File: config.mk
export PLATFORM = sky130hd
export DESIGN_NAME = div_sub_seq
export DESIGN_NICKNAME = d
export VERILOG_FILES = /design/src/rtl/alu_pkg.sv /design/src/rtl/div_step.sv /design/src/rtl/div_sub_seq.sv
export SDC_FILE = /design/constraint.sdc
export NUM_CORES = 1
export LEC_CHECK = 0
export ABC_AREA = 0
export ABC_CLOCK_PERIOD_IN_PS = 5660
export CAP_MARGIN = 20
export CORE_ASPECT_RATIO = 1.2
export CORE_MARGIN = 2
export CORE_UTILIZATION = 58
export CTS_CLUSTER_DIAMETER = 200
export DETAILED_ROUTE_END_ITERATION = 8
export DONT_BUFFER_PORTS = 1
export HOLD_SLACK_MARGIN = 0.02
export PLACE_DENSITY = 0.74
export SLEW_MARGIN = 10
export SYNTH_ARGS = -nofsm -noshare
export SYNTH_HDL_FRONTEND = slang
export SYNTH_SLANG_ARGS = --single-unit
File: constraint.sdc
create_clock -name clk -period 5.66 [get_ports clk]
set_clock_uncertainty 0.05 [all_clocks]
set_input_delay 1.132 -clock clk [delete_from_list [all_inputs] [get_ports clk]]
set_output_delay 1.132 -clock clk [all_outputs]
set_load 0.01 [all_outputs]
File: src/rtl/alu_pkg.sv
// Definitions shared by the execute-stage ALU and the iterative divider.
// The state encoding and the default operand width live here.
package alu_pkg;

  localparam int WIDTH_DEF = 32;

  typedef enum logic [1:0] {
    IDLE = 2'd0,
    PREP = 2'd1,
    ITER = 2'd2,
    FIX  = 2'd3
  } state_e;

endpackage

File: src/rtl/div_step.sv
// One restoring-division step: shift the next dividend bit into the partial
// remainder, trial-subtract the divisor, and keep the result if it is non-negative.
module div_step #(
  parameter int WIDTH = 32
) (
  input  logic [WIDTH:0]   r_i,
  input  logic             q_msb_i,
  input  logic [WIDTH-1:0] d_i,
  output logic [WIDTH:0]   r_o,
  output logic             q_bit_o
);

  logic [WIDTH:0] r_shift;
  logic [WIDTH:0] trial;

  // The remainder is always below the divisor, so the shifted value fits in
  // WIDTH+1 bits and the trial result's top bit is its sign.
  assign r_shift = {r_i[WIDTH-1:0], q_msb_i};
  assign trial   = r_shift - {1'b0, d_i};

  always_comb begin
    if (!trial[WIDTH]) begin
      r_o     = trial;
      q_bit_o = 1'b1;
    end else begin
      r_o     = r_shift;
      q_bit_o = 1'b0;
    end
  end

endmodule

File: src/rtl/div_sub_seq.sv
// Multi-cycle signed/unsigned divider for DIV/DIVU: one restoring step per clock,
// with sign fix-up and divide-by-zero handling before the results are published.
module div_sub_seq
  import alu_pkg::*;
#(
  parameter int WIDTH = WIDTH_DEF
) (
  input  logic             clk,
  input  logic             reset,
  input  logic             start,
  input  logic             sign,
  input  logic [WIDTH-1:0] dividend,
  input  logic [WIDTH-1:0] divisor,
  output logic             busy,
  output logic             done,
  output logic [WIDTH-1:0] quotient,
  output logic [WIDTH-1:0] remainder,
  output logic             div_zero
);

  localparam int CW = $clog2(WIDTH) + 1;

  state_e           state_q, state_d;
  logic [CW-1:0]    cnt_q, cnt_d;
  logic [WIDTH-1:0] q_q, q_d;
  logic [WIDTH-1:0] d_q, d_d;
  logic [WIDTH:0]   r_q, r_d;
  logic             sign_q, sign_d;
  logic             neg_q_q, neg_q_d;
  logic             neg_r_q, neg_r_d;
  logic [WIDTH-1:0] quot_q, quot_d;
  logic [WIDTH-1:0] rem_q, rem_d;
  logic             dz_q, dz_d;
  logic             done_q, done_d;

  logic [WIDTH:0]   step_r;
  logic             step_bit;

  div_step #(.WIDTH(WIDTH)) u_step (
    .r_i     (r_q),
    .q_msb_i (q_q[WIDTH-1]),
    .d_i     (d_q),
    .r_o     (step_r),
    .q_bit_o (step_bit)
  );

  always_ff @(posedge clk or negedge reset) begin
    if (!reset) begin
      state_q <= IDLE;
      cnt_q   <= '0;
      q_q     <= '0;
      d_q     <= '0;
      r_q     <= '0;
      sign_q  <= 1'b0;
      neg_q_q <= 1'b0;
      neg_r_q <= 1'b0;
      quot_q  <= '0;
      rem_q   <= '0;
      dz_q    <= 1'b0;
      done_q  <= 1'b0;
    end else begin
      state_q <= state_d;
      cnt_q   <= cnt_d;
      q_q     <= q_d;
      d_q     <= d_d;
      r_q     <= r_d;
      sign_q  <= sign_d;
      neg_q_q <= neg_q_d;
      neg_r_q <= neg_r_d;
      quot_q  <= quot_d;
      rem_q   <= rem_d;
      dz_q    <= dz_d;
      done_q  <= done_d;
    end
  end

  always_comb begin
    state_d = state_q;
    cnt_d   = cnt_q;
    q_d     = q_q;
    d_d     = d_q;
    r_d     = r_q;
    sign_d  = sign_q;
    neg_q_d = neg_q_q;
    neg_r_d = neg_r_q;
    quot_d  = quot_q;
    rem_d   = rem_q;
    dz_d    = dz_q;
    done_d  = 1'b0;

    case (state_q)
      IDLE: begin
        if (start) begin
          q_d     = dividend;
          d_d     = divisor;
          sign_d  = sign;
          neg_q_d = sign & (dividend[WIDTH-1] ^ divisor[WIDTH-1]);
          neg_r_d = sign & dividend[WIDTH-1];
          state_d = PREP;
        end
      end
      PREP: begin
        if (sign_q && q_q[WIDTH-1]) q_d = -q_q;
        if (sign_q && d_q[WIDTH-1]) d_d = -d_q;
        r_d     = '0;
        cnt_d   = '0;
        state_d = (d_q == '0) ? FIX : ITER;
      end
      ITER: begin
        q_d   = {q_q[WIDTH-2:0], step_bit};
        r_d   = step_r;
        cnt_d = cnt_q + CW'(1);
        if (cnt_q == CW'(WIDTH - 1)) state_d = FIX;
      end
      FIX: begin
        state_d = IDLE;
        done_d  = 1'b1;
        if (d_q == '0) begin
          // Q still holds the dividend magnitude here, so re-applying the
          // dividend sign restores the original operand.
          quot_d = '1;
          rem_d  = neg_r_q ? -q_q : q_q;
          dz_d   = 1'b1;
        end else begin
          quot_d = neg_q_q ? -q_q : q_q;
          rem_d  = neg_r_q ? -r_q[WIDTH-1:0] : r_q[WIDTH-1:0];
          dz_d   = 1'b0;
        end
      end
      default: state_d = IDLE;
    endcase
  end

  assign busy      = (state_q != IDLE);
  assign done      = done_q;
  assign quotient  = quot_q;
  assign remainder = rem_q;
  assign div_zero  = dz_q;

endmodule
# After elaboration in Yosys (flattened, before gate mapping)
# Cells that the tools add are included.
[totals]
regBits = 173
out_inout_bits = 67
wordCells = 61
[classes]
add_sub_neg = 5
n_eq_ne = 8
n_mux = 21
n_bitwise = 3
reduce_logical = 12
[op_table]
columns = ["op", "n"]
rows = [
  ["two-way mux 32 bit", 10],
  ["one-hot mux 32 bit (2 select lines)", 2],
  ["negation 32 bit", 3],
  ["one-hot mux 32 bit (3 select lines)", 1],
  ["subtractor 33 x 32 -> 33 bit", 1],
  ["zero test 32 bit", 1],
  ["one-hot mux 6 bit (2 select lines)", 1],
  ["!= test 2 bit, second input constant", 4],
  ["one-hot mux 2 bit (4 select lines)", 1],
  ["adder 6 x 1 -> 6 bit, second input constant", 1],
  ["equality test 6 x 5 -> 1 bit, second input constant", 1],
  ["AND reduction 3 bit", 2],
  ["nonzero test 2 bit", 3],
  ["equality test 2 bit, second input constant", 2],
  ["two-way mux 1 bit", 4],
  ["two-way mux 2 bit", 2],
  ["AND reduction 2 bit", 2],
  ["nonzero test 3 bit", 1],
  ["bitwise AND 1 bit", 2],
  ["equality test 2 x 1 -> 1 bit, second input constant", 1],
  ["logical AND 1 bit", 2],
  ["zero test 2 bit", 1],
  ["bitwise XOR 1 bit", 1],
]

# Longest topological paths before layout
# Gate-level depths: netlist of the first run.
[logic_depth]
ltp_word = 3
depth_mapped = 15

# Cells and area by module
# Synthesis of the first run repeated with hierarchy kept, for this count alone.
[unflattened]
hier_cells = 1541
area_unflattened_um2 = 12868.6
[modules_own_cells]
columns = ["mod", "instances", "cells_per_inst", "area_each_um2"]
rows = [
  ["div_sub_seq", 1, 1182, 10390.0],
  ["div_step", 1, 359, 2478.6],
]

# Worst setup path before layout of the first run
# No wires, ideal clock.
[synth_path]
kind = "register -> register"
startpoint = "register d_q[1]"
endpoint = "register rem_q[1], in the netlist remainder[1]"
setup_time_ns = 0.125
arrival_ns = 3.320
required_time_ns = 5.485
setup_slack_ns = 2.165
stages_incl_launch_ff = 13
path_buffers = 2
synth_period_minus_slack_ns = 3.495
cell_sequence = "dfrtp_1 inv_1 ha_1 or3b_4 or4_4 buf_6 or3_1 buf_6 nor4_4 and2b_4 nand2_4 mux4_2 mux2_4"
[synth_between]
elab_chain_cells = 2
[synth_lines]
columns = ["element", "line", "rtl"]
rows = [
  ["start, declared", "div_sub_seq.sv:26", "logic [WIDTH-1:0] d_q, d_d;"],
  ["start signal, assigned", "div_sub_seq.sv:52", "d_q <= '0;"],
  ["start signal, assigned", "div_sub_seq.sv:65", "d_q <= d_d;"],
  ["zero test 32 bit", "div_sub_seq.sv:118", "if (d_q == '0) begin"],
  ["two-way mux 32 bit", "div_sub_seq.sv:118", ""],
  ["end signal, assigned", "div_sub_seq.sv:71", "rem_q <= rem_d;"],
  ["end, declared", "div_sub_seq.sv:32", "logic [WIDTH-1:0] rem_q, rem_d;"],
]
# Every way passes these cells.
# A chain may end at the register's enable or synchronous reset.

# Worst setup path in the final report of the first run
[layout_path]
startpoint = "register d_q[1]"
endpoint = "register quot_q[31], in the netlist quotient[31]"
[layout_between]
elab_chain_cells = 2
[layout_lines]
columns = ["element", "line", "rtl"]
rows = [
  ["zero test 32 bit", "div_sub_seq.sv:118", ""],
  ["two-way mux 32 bit", "div_sub_seq.sv:118", ""],
  ["end signal, assigned", "div_sub_seq.sv:70", "quot_q <= quot_d;"],
  ["end, declared", "div_sub_seq.sv:31", "logic [WIDTH-1:0] quot_q, quot_d;"],
]
# Every way passes these cells.

==> out/qor.yml, run 1 <==
status: "finished clean"
setup_viol: 0
drtAntennaViolNets: 0
rsz0062_at_grt: "no"
cts_setup_buffers: 0
coreArea_um2: 20300
grt_first_pass_wirelength_um: 53000
r2r_slack_ps: 1150
hold_slack_ps: 341
reg2reg_from: "d_q[1]"
finalMaxSlewViolations: 0
crit_top_cell: "or4_4"
n_antenna_cell: 0
routed_wirelength_um: 32700
start_util_pct: 59.3
clkLatencyLatePin_ps: 430
io_buffers: 0
hold_path_class: "in -> async"
r2r-end: "quotient[31]"
cts_tree: "yes"
postSynthAreaPerCell_um2: 8.20
grt_max_degree: 174
ys_ff_latch: 173
yosys-top-cells-area: "dfrtp_1 36%, o21ai_0 5.5%, xnor2_1 5.3%"
cpPeakStageDelay_ps: 790
synth_nets: 1573
relSlewSlack_pct: 29.0
synth_common_cells: "173 x dfrtp_1, 162 x nand2_1, 131 x o21ai_0, 106 x nor2_1, 94 x clkbuf_1"
wl_per_cell_um: 19.7
power.density_nw_per_um2: 576
cp_max_fo: 15
syn_inst: 1464
die_w_um: 135
ctsResizeCount: 0
areaGrowthSynthToFinish_pct: 5.72
cts_hold_buf: 0
rows: 57
cts.clk_slew.worst_paths_ps: 70
die_area_um2: 21900
syn_area_um2: 12000
finalHoldViolations: 0
criticalPathCategory: "reg -> reg"
routed_via_density: 6.38
dieHeight_um: 162
cp-end-kind: "flop"
p_leak_uw: 0.00539
num_io_pins: 135
ys_async_sr_fraction_pct: 100
yosysSeqAreaShare_pct: 36.1
dp_cells: 1633
synth_ff_type: "dfrtp_1"
slowest_stage: "nor4_4"
numClockSinks: 173
ir_worst_vdd_mv: 0.546
cts.path.max_buffers: 2
drc: 0
vias: 10600
grt_usage_pct: 30.2
num-nets-final: 1496
drtIter0Drc: 889
cap_violations: 0
layout.cells.non_filler: 1665
antenna_found_initial: 0
cts_inserted_buffers: 17
synth_most_common_cell: "dfrtp_1"
crit_required_ps: 5960
max_freq_ghz: 0.222
cts-root-buf: "clkbuf_16"
synth_warnings: 0
grt_pass1_vias: 10200
start_kind: "flop"
yosysTopAreaCellShare_pct: 36.1
synth-edff-count: 0
crit_chain: "inv_1 -> ha_1 -> or3b_4 -> or4_4 -> or3_1 -> or4_4 -> nor4_4 -> nor2b_1 -> buf_4 -> a21oi_1"
routabilityCongestion: 0.902
drive_gt1_share_pct: 5.50
ff2ff_path_depth: 10
post_synth_num_cell_types: 66
post-route-util_pct: 62.7
synth_area_leader_cell: "dfrtp_1"
critPathBufInv: 2
first_pass_iters: 7
dp_hpwl_um: 22500
fin_crit_ps: 4510
crit_arrival_ps: 4810
finalCritPeriodShare_pct: 79.7
cpLargestDelayFamily: "simple AND/OR/NAND/NOR gates"
worst_pin_slew_ps: 1060
cts-htree-levels: 4
overflow: 0
tns_ps: 0
[how the worst max path moves through the flow]
stage,depth (start not counted),startpoint,to
floorplan,12,d_q[1],remainder[1]
global placement,10,d_q[1],quotient[30]
detailed placement,10,d_q[1],quotient[31]
CTS,10,d_q[1],quotient[31]
global route,10,d_q[1],quotient[31]
finish,10,d_q[1],quotient[31]
[cell families after synthesis]
kind of cell	share of synthesized area, %
and+or+nand+nor	18.3
buffers and inverters	6.60
xor gates and xnor gates	8.90
DFF	36.1
muxes	3.30
adders and majority gates	4.33
AOI/OAI and AO/OA	22.5
[flip-flops by register name, indices dropped and copies added, names as in the netlist]
name	cells
neg_q_q	1
quotient	32
neg_r_q	1
sign_q	1
cnt_q	6
q_q	32
d_q	32
done	1
state_q	2
div_zero	1
r_q	32
remainder	32
[layout make-up]
class / instances / area [um^2]
clock buffers: 19 / 443
clock inverters: 13 / 200
fillers: 1758 / 7560
inverters: 91 / 342
multi-input cells: 1089 / 6930
flip-flops and latches: 173 / 4330
well taps: 265 / 332
repair buffers: 15 / 120
[report_power, final]
group | switching (uW) | internal [uW]
Clock | 540 | 766
Sequential | 645 | 1700
Combinational | 2320 | 1340
Total | 3510 | 3810
[layer usage]
metal,track usage [%],routed length (um)
met5,0,0
met4,9.47,726
met1,40.8,14200
met3,6.34,2350
met2,48.9,15400
[through the flow]
stage	setup WS [ps]	cell area [um^2]	total power [uW]
2_1_floorplan	2160	12000	5060
3_3_place_gp	1400	12000	5840
3_5_place_dp	1220	12100	5950
4_1_cts	1180	12700	7270
5_1_grt	981	12700	7860
6_report	1150	12700	7310
[cell usage in the layout (no fill, tap or decap), types with 28 or more instances in the layout]
master / instances
nor2_1: 104
nand2_1: 162
xor2_1: 49
inv_1: 90
dfrtp_1: 172
nor3_1: 37
o21ai_0: 131
or3_1: 30
ha_1: 39
o22ai_1: 35
xnor2_1: 72
a21oi_1: 93
mux2i_1: 28
nand3_1: 35
a31oi_1: 33
Note: power is estimated with default switching activity, not from simulation.
==> inputs of run 2 (changes only) <==
--- a/config.mk
+++ b/config.mk
@@ -6,7 +6,7 @@
 export NUM_CORES = 1
 export LEC_CHECK = 0
 export ABC_AREA = 0
-export ABC_CLOCK_PERIOD_IN_PS = 5660
+export ABC_CLOCK_PERIOD_IN_PS = 3800
 export CAP_MARGIN = 20
 export CORE_ASPECT_RATIO = 1.2
 export CORE_MARGIN = 2
@@ -15,7 +15,7 @@
 export DETAILED_ROUTE_END_ITERATION = 8
 export DONT_BUFFER_PORTS = 1
 export HOLD_SLACK_MARGIN = 0.02
-export PLACE_DENSITY = 0.74
+export PLACE_DENSITY = 0.76
 export SLEW_MARGIN = 10
 export SYNTH_ARGS = -nofsm -noshare
 export SYNTH_HDL_FRONTEND = slang
==> constraint.sdc (replaced) <==
create_clock -name clk -period 3.8 [get_ports clk]
set_clock_uncertainty 0.05 [all_clocks]
set_input_delay 0.76 -clock clk [delete_from_list [all_inputs] [get_ports clk]]
set_output_delay 0.76 -clock clk [all_outputs]
set_load 0.01 [all_outputs]
==> out/qor.yml, run 2 (synthesized netlist as in run 1, its figures left out) <==
cp_max_fo: 10  # -5
violations: "hold timing"
finalCritPeriodShare_pct: 95.0  # +15 points
ir_worst_vdd_mv: 0.639  # +17%
p_leak_uw: 0.00551  # +2.2%
placed_area_um2: 12300  # +1.7%
tns_ps: 0  # unchanged
coreArea_um2: 20300  # unchanged
rsz0062_at_grt: "yes"
grt_max_degree: 174  # unchanged
antenna_found_initial: 0  # unchanged
relSlewSlack_pct: 33.0  # +4.0 points
hold_slack_ps: -30.3  # -371 ps
drive_gt1_share_pct: 7.55  # +2.0 points
finalHoldViolations: 137  # +137
routabilityCongestion: 0.903  # about the same
max_freq_ghz: 0.277  # +25%
areaGrowthSynthToFinish_pct: 7.24
grt_pass1_vias: 10500  # +3.6%
n_antenna_cell: 0  # unchanged
cts_tree: "yes"
num-fill-cells: 1748  # -0.57%
final_common_cell: "dfrtp_1"
final_cell_mix: "172 x dfrtp_1, 162 x nand2_1, 131 x o21ai_0, 105 x nor2_1, 93 x a21oi_1"
drtAntennaViolNets: 0  # unchanged
wl_per_cell_um: 19.7  # about the same
fin_crit_ps: 3610  # -899 ps
start_util_pct: 59.3  # unchanged
num-nets-final: 1527  # +2.1%
post-route-util_pct: 63.6  # +0.90 points
crit_arrival_ps: 3880  # -930 ps
die_w_um: 135  # unchanged
dp_hpwl_um: 23400  # +4.3%
drc: 0  # unchanged
numClockSinks: 173  # unchanged
routed_wirelength_um: 33300  # +1.9%
cts-htree-levels: 4  # unchanged
dieHeight_um: 162  # unchanged
vias: 10800  # +1.6%
cp-end-kind: "flop"
worst_pin_slew_ps: 1010  # -59.8 ps
final_area_um2: 12900  # +1.4%
rows: 57  # unchanged
cts.path.max_buffers: 2  # unchanged
hold_path_class: "in -> async"
overflow: 0  # unchanged
start_kind: "flop"
routed_via_density: 6.36  # -0.21%
cap_violations: 0  # unchanged
die_area_um2: 21900  # unchanged
grt_first_pass_wirelength_um: 54000  # +1.9%
first_pass_iters: 6  # -1
cts-root-buf: "clkbuf_16"
drtIter0Drc: 954  # +7.3%
cts.clk_slew.worst_paths_ps: 70  # about the same
finalMaxSlewViolations: 0  # unchanged
clkLatencyLatePin_ps: 440  # about the same
power.density_nw_per_um2: 840  # +46%
criticalPathCategory: "reg -> reg"
io_buffers: 0  # unchanged
setup_viol: 0  # unchanged
status: "finished with violations"
num_io_pins: 135  # unchanged
crit_required_ps: 4070  # -1890 ps
grt_usage_pct: 30.8  # +0.60 points
cts_inserted_buffers: 17  # unchanged
## run 2: through the flow
step,total power [uW],std cells,setup slack [ps]
2_1_floorplan,7530,1464,305
3_5_place_dp,9010,1660,143
3_3_place_gp,8860,1660,218
6_report,10800,1696,189
4_1_cts,10800,1692,126
5_1_grt,11600,1696,-17.6
## run 2: metal layers
| metal | up-vias | GRT usage, % | share of wire [%] |
|---|---|---|---|
| li1 | 5161 | - | - |
| met1 | 5144 | 40.4 | 42 |
| met2 | 426 | 50.5 | 47 |
| met3 | 64 | 5.59 | 7.9 |
| met4 | 0 | 12.5 | 3.2 |
| met5 | - | 0 | 0 |
## run 2: final cells by class
class | count | area, um^2 | share of cell area (%)
multi-input cells | 1090 | 6950 | 53.9
flip-flops and latches | 173 | 4330 | 33.6
clock buffers | 18 | 429 | 3.33
repair buffers | 45 | 363 | 2.82
inverters | 91 | 342 | 2.65
well taps | 265 | 332 | 2.57
clock inverters | 14 | 135 | 1.05
## run 2: critical path: stages, from the launching register on
cell and delay (ps):
dfrtp_1 430, inv_1 110, ha_1 190, or3b_4 410
or4_4 470, or3_4 420, nor4_4 320, and2b_4 240
nand2_4 120, mux4_2 460, mux2_4 270
## run 2: worst paths after layout
kind / start / cells after the start / slack, ps / endpoint
worst max register to register: d_q[1] / 10 / 190 / remainder[1]
min in group clk: divisor[0] / 2 / 400 / d_q[0]
worst min-delay path: reset / 0 / -30 / quotient[11]
worst max-delay path: d_q[1] / 10 / 190 / remainder[1]
max in group asynchronous: reset / 0 / 3530 / neg_r_q
worst min register to register: cnt_q[0] / 1 / 460 / cnt_q[0]
## run 2: where the power goes
part / switching [uW] / internal, uW
logic: 3420 / 2100
registers: 1030 / 2530
clock network: 810 / 917
total: 5260 / 5550
## run 2: what timing repair did
item / in CTS / in global routing
endpoints found under the setup margin: 0 / 15
hold endpoints to repair: 173 / 173
resized for setup: 0 / 1
buffers inserted: 0 / 3
